[src/rtl/inst_fetch_queue.sv]
// Instruction buffer between fetch and decode: DEPTH-entry FIFO of {inst, addr}
// with valid/ready on both sides, execute-stage flush (jump) and decode hold.
module inst_fetch_queue #(
  parameter int unsigned       DATA_W   = 32,
  parameter int unsigned       ADDR_W   = 32,
  parameter int unsigned       DEPTH    = 4,
  parameter logic [DATA_W-1:0] NOP_INST = DATA_W'(32'h0000_0013)
) (
  input  logic              clk,
  input  logic              rst,
  input  logic [DATA_W-1:0] inst_i,
  input  logic [ADDR_W-1:0] inst_addr_i,
  input  logic              in_valid_i,
  output logic              in_ready_o,
  input  logic              jump_flag_ex_i,
  input  logic              hold_flag_ex_i,
  output logic [DATA_W-1:0] inst_o,
  output logic [ADDR_W-1:0] inst_addr_o,
  output logic              out_valid_o,
  input  logic              out_ready_i,
  output logic [$clog2(DEPTH):0] count_o
);

  localparam int unsigned PW = $clog2(DEPTH);
  localparam int unsigned CW = PW + 1;

  typedef struct packed {
    logic [DATA_W-1:0] inst;
    logic [ADDR_W-1:0] addr;
  } entry_t;

  entry_t        mem [DEPTH];
  logic [PW-1:0] wp;
  logic [PW-1:0] rp;
  logic [CW-1:0] count;
  logic [CW-1:0] count_nxt;
  logic          push_c;
  logic          pop_c;

  // Handshakes and head view are decoded from registered state only
  always_comb begin
    in_ready_o  = (count < CW'(DEPTH));
    out_valid_o = (count != '0);
    push_c      = in_valid_i && in_ready_o && !jump_flag_ex_i;
    pop_c       = out_valid_o && out_ready_i && !hold_flag_ex_i && !jump_flag_ex_i;
    inst_o      = out_valid_o ? mem[rp].inst : NOP_INST;
    inst_addr_o = out_valid_o ? mem[rp].addr : '0;
    count_o     = count;
  end

  always_comb begin
    count_nxt = count;
    case ({push_c, pop_c})
      2'b10:   count_nxt = count + CW'(1);
      2'b01:   count_nxt = count - CW'(1);
      default: count_nxt = count;
    endcase
  end

  // Pointer/occupancy state; flush discards everything including a same-cycle push
  always_ff @(posedge clk) begin
    if (rst) begin
      wp    <= '0;
      rp    <= '0;
      count <= '0;
    end else if (jump_flag_ex_i) begin
      wp    <= '0;
      rp    <= '0;
      count <= '0;
    end else begin
      if (push_c) wp <= wp + PW'(1);
      if (pop_c)  rp <= rp + PW'(1);
      count <= count_nxt;
    end
  end

  // Storage needs no reset: entries are only visible while counted
  always_ff @(posedge clk) begin
    if (push_c) begin
      mem[wp].inst <= inst_i;
      mem[wp].addr <= inst_addr_i;
    end
  end

endmodule

[config.mk]
export PLATFORM = sky130hd
export DESIGN_NAME = inst_fetch_queue
export DESIGN_NICKNAME = d
export VERILOG_FILES = /design/src/rtl/inst_fetch_queue.sv
export SDC_FILE = /design/constraint.sdc
export NUM_CORES = 1
export LEC_CHECK = 0
export BUFFER_PORTS_ARGS = -buffer_cell sky130_fd_sc_hd__buf_2
export CAP_MARGIN = 30
export CORE_MARGIN = 5
export CORE_UTILIZATION = 50
export DETAILED_ROUTE_END_ITERATION = 7
export HOLD_SLACK_MARGIN = 0.1
export PLACE_DENSITY = 0.71
export REMOVE_ABC_BUFFERS = 1
export SYNTH_ARGS = -nofsm -noshare
export SYNTH_HDL_FRONTEND = slang
export SYNTH_SLANG_ARGS = --single-unit
[constraint.sdc]
create_clock -name clk -period 4.4 [get_ports clk]
set_clock_uncertainty 0.2 [all_clocks]
set_input_delay 0.44 -clock clk [delete_from_list [all_inputs] [get_ports clk]]
set_output_delay 0.44 -clock clk [all_outputs]
set_load 0.02 [all_outputs]
Word level (Yosys, flattened, before mapping)
Memory sizes are Yosys's and may differ from the RTL's. A register that Yosys moved wholly into a read port is not among the register bits. Index checks and enable logic that the tools add are counted. Widths: inputs -> output; s select.

Equal/unequal tests: 2. Mux-type cells: 7. Add/subtract/negate cells: 4. Order comparisons: 1. Reduce and logical (&&, ||, !) cells: 10.

Operators with widths (count): $mux 32 (2); $pmux 3 s2 (1); $logic_and 1x1->1 (5); $add 2x1->2 const B (2); $mux 2 (2); $add 3x1->3 const B (1); $lt 3x3->1 const B (1); $reduce_bool 3->1 (1); $sub 3x1->3 const B (1); $eq 2x1->1 const B (1); $eq 2x2->1 const B (1); $logic_not 1->1 (2); $mux 1 (2); $reduce_bool 2->1 (1); $reduce_or 2->1 (1).

Word-level logic and storage cells: 28. Input bits: 70. Flip-flop bits (word level): 7. Bits in writable memories: 256. Memories: 1. Output and inout bits: 69.

Memory list: mem (words 4, bits a word 64, rd ports 1, clocked after Yosys merged registers in 1, wr ports 1, RTL line 32) `entry_t mem [DEPTH];`.

Depth between registers and ports, before layout
Gate-level depths: netlist of the first run.

Word-level depth: 6. Mapped depth: 8. Gate-level depth less buffers: 8.

Worst setup path after synthesis of the first run
OpenSTA, ideal clock, no wires.

Path kind: flip-flop to flip-flop. Start: reg count[2], in the netlist count_o[2]. End: mem mem[0][0] (netlist name) (enable). Cell stages (with the launch flop): 3. Arrival time: 2.373 ns. Data required time: 3.771 ns. Slack: 1.398 ns. Path through: dfxtp_1 -> nor3b_2 -> and2_1.

Word-level cells in the longest chain between the ends: 5.

RTL lines: from (decl) (RTL line 35) `logic [CW-1:0] count;`; from (signal assigned) (RTL line 73) `count <= count_nxt;`; $lt 3x3->1 (RTL line 42) `in_ready_o = (count < CW'(DEPTH));`; $logic_and 1x1->1 (2 in series) (RTL line 44) `push_c = in_valid_i && in_ready_o && !jump_flag_ex_i;`; $mux 1 (RTL line 79) `if (push_c) begin`; $mux 1 (implied by the code) (RTL line 81) `mem[wp].addr <= inst_addr_i;`; to (decl) (RTL line 32).

Every way passes these cells.

==> results of run 1 <==
metal layers:
layer / wire, µm / up-vias / share of wire, % / track usage [%]
met3: 1050 / 28 / 5.5 / 3.35
met4: 306 / 0 / 1.6 / 3.44
li1: - / 2299 / - / -
met5: 0 / - / 0 / 0
met2: 9670 / 162 / 51 / 28.3
met1: 8020 / 2615 / 42 / 22.1
power breakdown:
group          internal [mW]  leakage (nW)  switching [mW]  total, mW
clock                   1.08         0.369           0.863       1.94
sequential              2.80          2.40         0.00929       2.81
combinational          0.118          1.53           0.118      0.236
total                   4.00          4.29           0.990       4.99
area by class of cell:
cell class	count	area [µm²]
tap	270	338
multi-input combinational	164	2150
clock buffer	31	669
clock inverter	16	83.8
inverter	8	30.0
sequential	265	7880
timing repair buffer	213	1500
fill	1466	7520
logic make-up after synthesis:
kind of cell / Yosys count / share of synthesized area, %
compound gates: 5 / 0.246
simple gates: 83 / 5.22
fa+ha+maj: 6 / 0.811
mux: 67 / 14.5
flops: 265 / 77.3
xor+xnor: 3 / 0.258
buf+inv: 30 / 1.72
stage by stage:
stage | utilization, % | power, mW | hold slack (ns) | instance area, µm² | instances
6_report | 62.7 | 4.99 | 0.133 | 12600 | 967
3_5_place_dp | 55.6 | 3.06 | 0.295 | 11200 | 852
4_1_cts | 62.7 | 5.06 | 0.111 | 12600 | 967
2_1_floorplan | - | 2.96 | 0.257 | 10000 | 437
5_1_grt | 62.7 | 5.18 | 0.154 | 12600 | 967
3_3_place_gp | 55.1 | 3.04 | 0.257 | 11100 | 848
registers in the layout, indices dropped and copies added, names as in the netlist, named ones only:
signal,cells
wp,2
mem,256
rp,2
count_o,3
final timing paths:
check	from	end	slack, ns	cells past startpoint
setup / recovery	flip-flop	inst_o[1]	1.18	4
hold / removal	jump_flag_ex_i	flip-flop	0.13	3
setup reg to reg	count_o[2]	count_o[2]	1.53	9
hold reg to reg	rp[1]	rp[1]	0.31	2
cells in the mapped netlist (all sizes together):
library cell and instances:
nor2 6, nor3b 1, or3 3, and2 4, nor2b 61, edfxtp 256, nand4bb 1, buf 14
nand2 1, dfxtp 9, o21ai 2, xor2 2, or2 4, nor3 1, fa 1, xnor2 1
inv 8, mux4 64, ha 5, clkbuf 8, nor4b 1, mux2i 3, a21oi 3
what timing repair did:
item,in CTS,in global routing
hold buffers,68,0
endpoints found under the hold margin,260,0
setup endpoints to repair,0,0
worst max-delay path, delay by kind of cell (launching register included):
family        cells  cell delay (ns)
mux               1             0.53
buf+inv           2             0.52
flops             1             0.71
simple gates      1             0.22
==> summary.md, run 1 <==
| Metric | Value |
|---|---|
| Status | completed |
| Fraction of layout cells with a size suffix above 1 | a little over a third |
| Worst endpoint required time | 3.76 ns |
| WS Path Type | reg -> out |
| Pre-CTS setup slack | 1.59 ns |
| First-pass GRT wire length | 30.6 mm |
| CTS buffer count | 26 |
| Synth top area share | 75.5% |
| Initial antenna violation count | 0 |
| Sequential-to-total area share from yosys stat | between 70% and 80% |
| Post-Syn Area | around 10000 µm² |
| TritonRoute pass-1 iters | 4 |
| # port buffers | 138 |
| FP Rows | 52 |
| Max Slew Vio Count | 0 |
| Ranking of synthesized cells by area | edfxtp_1 (76%), mux4_2 (14%), nor2b_1 (3.7%) |
| Static Leak | 4.29 nW |
| Worst slew margin | between 30% and 40% |
| Tightest Pin Transition | 0.979 ns |
| Drt wl/cell | 19.7 µm |
| Largest net degree at the start of global routing | 65 |
| Crit path arrival time | approximately 2.6 ns |
| Ys Warns | 0 |
| Clock buffer depth | 3 |
| Worst setup EP type | primary output |
| HPWL Detailed | 11.2 mm |
| Post-route antenna net violation count | 0 |
| Cell Pwr Density | 395 nW/µm² |
| Antenna fix cells | 0 |
| Post-layout net count | 754 |
| Setup_tns | 0 ns |
| Setup ws final | 1.18 ns |
| All-Layer GR Usage | 16.4% |
| Cell variety after synth | 26 |
| Vias in the first global route | approximately 5600 |
| DRC Markers | 0 |
| RSZ-0062 raised after global routing | no |
| Post_cts resized | 0 |
| Hold Path Class | in -> reg |
| Peak VDD IR | 0.269 mV |
| Clock Root Buffer | clkbuf_16 |
| GPL Wtd Cong | about 0.74 |
| CTS tree | built |
| Crit path time final | 3.22 ns |
| Syn avg cell area | 22.2 µm² |
| Post-CTS setup buffer count | 0 |
| Vias | 5104 |
| Initial Utilization | 50.5% |
| Num ports | 139 |
| Crit path largest cell delay | 0.71 ns |
| Max cap viols | 0 |
| Final WL | ~19 mm |
| Total clock sinks | 265 |
| Die ar. | 23300 µm² |
| Final hold vios | 0 |
| H-tree Lvls | 1 |
| DIE HEIGHT | 153 µm |
| Synthesized instance count | between 400 and 500 |
| Final setup viols | 0 |
| Worst skew pair latency | 0.53 ns |
| Largest area contributor in the netlist | edfxtp_1 |
| Most frequent cells in the layout | edfxtp_1 (256), buf_2 (138), dlygate4sd3_1 (68), mux4_2 (64), nor2b_1 (61) |
| CTS clk-pin slew, worst paths | approximately 0.060 ns |
| Most common cell after layout, fill and taps aside | edfxtp_1 |
| Critical Path Start Type | flip-flop |
| Die W | 153 µm |
| Maximum fanout along the worst path | 37 |
| Part of the cycle the worst path needs | about three quarters |
| GR Overflow Total | 0 |
| Drt via density | 5.28 |
| Worst-path cell chain | buf_12 -> mux4_2 -> or2_1 -> buf_2 |
| Flops & latches, synth | between 200 and 300 |
| Core Area | between 20000 and 25000 µm² |
| Fmax | 310 MHz |
| Initial DRC count | 353 |
| Critical path's slowest cell | dfxtp_4 |
| Area grow syn2layout | 24.2% |
(Power assumes the default switching activity.)
==> run 2, diff against run 1 <==
--- a/config.mk
+++ b/config.mk
@@ -5,6 +5,7 @@
 export SDC_FILE = /design/constraint.sdc
 export NUM_CORES = 1
 export LEC_CHECK = 0
+export ABC_AREA = 1
 export BUFFER_PORTS_ARGS = -buffer_cell sky130_fd_sc_hd__buf_2
 export CAP_MARGIN = 30
 export CORE_MARGIN = 5
==> constraint.sdc (replaced) <==
create_clock -name clk -period 3.3 [get_ports clk]
set_clock_uncertainty 0.2 [all_clocks]
set_input_delay 0.33 -clock clk [delete_from_list [all_inputs] [get_ports clk]]
set_output_delay 0.33 -clock clk [all_outputs]
set_load 0.02 [all_outputs]
==> summary.md, run 2 <==
| Metric | Value |
|---|---|
| Status | completed |
| Worst setup EP type | primary output |
| Synth top area share | 73.8% |
| Critical path's slowest cell | buf_4 |
| Post-CTS setup buffer count | 0 |
| Max cap viols | 0 |
| HPWL Detailed | approximately 12 mm |
| Peak VDD IR | 0.401 mV |
| Vias | 6796 |
| Drt via density | 5.17 |
| Power Total | 7.14 mW |
| Syn avg cell area | 12.7 µm² |
| CTS buffer count | 27 |
| Num ports | 139 |
| DRC Markers | 0 |
| Setup ws final | 0.405 ns |
| Crit path time final | 2.90 ns |
| Worst slew margin | 44.4% |
| Most frequent cells in the layout | edfxtp_1 (256), nor2_1 (252), buf_2 (138), o21ai_0 (124), a21oi_1 (72) |
| Maximum fanout along the worst path | 29 |
| Post-route antenna net violation count | 0 |
| Die W | 154 µm |
| Finished Core Util | 63.4% |
| Sequential-to-total area share from yosys stat | 75.5% |
| Total clock sinks | approximately 270 |
| CTS tree | built |
| Core Area | 20400 µm² |
| Initial antenna violation count | 1 |
| Flops & latches, synth | 265 |
| Fraction of layout cells with a size suffix above 1 | 19.4% |
| Max Slew Vio Count | 0 |
| Hold Path Class | in -> reg |
| Ranking of synthesized cells by area | edfxtp_1 (74%), nor2_1 (9.2%), o21ai_0 (6.0%) |
| First-pass GRT wire length | 35.8 mm |
| Post-synth top cells | edfxtp_1 (256), nor2_1 (256), o21ai_0 (124) |
| Tightest Pin Transition | 0.834 ns |
| Post-layout net count | ~1100 |
| Drt wl/cell | 17.0 µm |
| EDFF count, synth | 256 |
| WL met2 | 11.4 mm |
| Final non-filler cell total | 1314 |
| Largest register FFs | 256 |
| Synthesized instance count | ~820 |
| H-tree Lvls | 1 |
| Part of the cycle the worst path needs | slightly below 90% |
| Final WL | 22.4 mm |
| Critical Path Start Type | flip-flop |
| Post-Syn Area | between 10000 and 15000 µm² |
| Clock buffer depth | 3 |
| Largest area contributor in the netlist | edfxtp_1 |
| Worst skew pair latency | 0.52 ns |
| # port buffers | 138 |
| Vias in the first global route | 7065 |
| Final hold vios | 0 |
| Initial DRC count | 349 |
| Largest net degree at the start of global routing | 71 |
| DIE HEIGHT | around 150 µm |
| Worst-path cell chain | inv_1 -> nand3_2 -> inv_2 -> buf_4 -> a21oi_1 -> buf_2 |
| GR Overflow Total | 0 |
| Clock Root Buffer | clkbuf_16 |
| RSZ-0062 raised after global routing | no |
| All-Layer GR Usage | a little under a fifth |
| Setup_tns | 0 ns |
| FP Rows | 52 |
| Pre-CTS setup slack | 0.910 ns |
| Area grow syn2layout | 23.9% |
| Most common cell after layout, fill and taps aside | edfxtp_1 |
| Worst endpoint required time | 2.77 ns |
| Ys Warns | 0 |
| Crit path largest cell delay | around 0.45 ns |
| Met3 WL post-DR | 1.19 mm |
| CTS clk-pin slew, worst paths | 0.06 ns |
| Fmax | 345 MHz |
| Top_reg_cell synth | edfxtp_1 |
| Crit path arrival time | 2.37 ns |
| Die ar. | 23800 µm² |
| Initial Utilization | approximately 51% |
| Async S/R FF share, synth | 0% |
| Final setup viols | 0 |
| Static Leak | around 4.8 nW |
| Placed cells | 1195 |
| Max Used Layer | met4 |
| Cell variety after synth | 20 |
| TritonRoute pass-1 iters | 5 |
| GPL Wtd Cong | a little over 0.7 |
| Cell Pwr Density | 553 nW/µm² |
| M1 wire length | 9.49 mm |
| Top reg by flops | mem |
| WS Path Type | reg -> out |
==> run 2: final timing paths <==
| check | start | endpoint | slack, ns | depth (start not counted) |
|---|---|---|---|---|
| min reg2reg | count_o[0] | count_o[0] | 0.30 | 1 |
| max | count_o[1] | inst_o[16] | 0.40 | 6 |
| min | out_ready_i | rp[1] | 0.13 | 6 |
| max reg2reg | count_o[2] | count_o[2] | 1.04 | 11 |
==> run 2: critical path, delay by kind of cell (launching register included) <==
| family | cells | cell delay, ns |
|---|---|---|
| AND/OR/NAND/NOR | 1 | 0.20 |
| AO/OA/AOI/OAI | 1 | 0.13 |
| buffers and inverters | 4 | 1.17 |
| flip-flops | 1 | 0.33 |
==> run 2: logic make-up (layout without fill, tap and decap cells) <==
group,after synthesis,in the layout,synth area share [%]
and+or+nand+nor,281,281,10.2
DFF,265,265,75.5
AOI/OAI and AO/OA,201,201,9.66
buffers and inverters,65,289,3.72
adders and majority gates,6,6,0.793
xor gates and xnor gates,1,1,0.0841
other,0,1,0
==> run 2: per-layer routing <==
metal | up-vias | track usage (%)
met5 | - | 0
met4 | 0 | 4.08
met3 | 30 | 2.79
met2 | 179 | 33.4
met1 | 3279 | 24.1
li1 | 3308 | -
==> run 2: timing repair <==
action	in CTS	in global routing
endpoints found under the setup margin	0	0
gates resized for setup	0	0
hold endpoints to repair	265	0
hold buffers	69	0
==> run 2: power breakdown <==
group	total [mW]	switching, mW	internal [mW]
clock	3.00	1.18	1.82
combinational	0.376	0.229	0.147
sequential	3.76	0.0131	3.75
total	7.14	1.43	5.71
==> run 2: final cells by class <==
type / instances / area [µm²]
Inverter: 18 / 68.8
Timing Repair Buffer: 222 / 1540
Clock buffer: 33 / 698
Fill cell: 1501 / 7460
Multi-Input combinational cell: 489 / 2190
Clock inverter: 16 / 186
Antenna cell: 1 / 2.50
Tap cell: 270 / 338
Sequential cell: 265 / 7870
==> run 2: through the flow <==
stage / area [µm²] / hold slack (ns)
floorplan: 10100 / 0.229
global placement: 11300 / 0.261
detailed placement: 11300 / 0.281
CTS: 12900 / 0.112
global route: 12900 / 0.179
finish: 12900 / 0.129
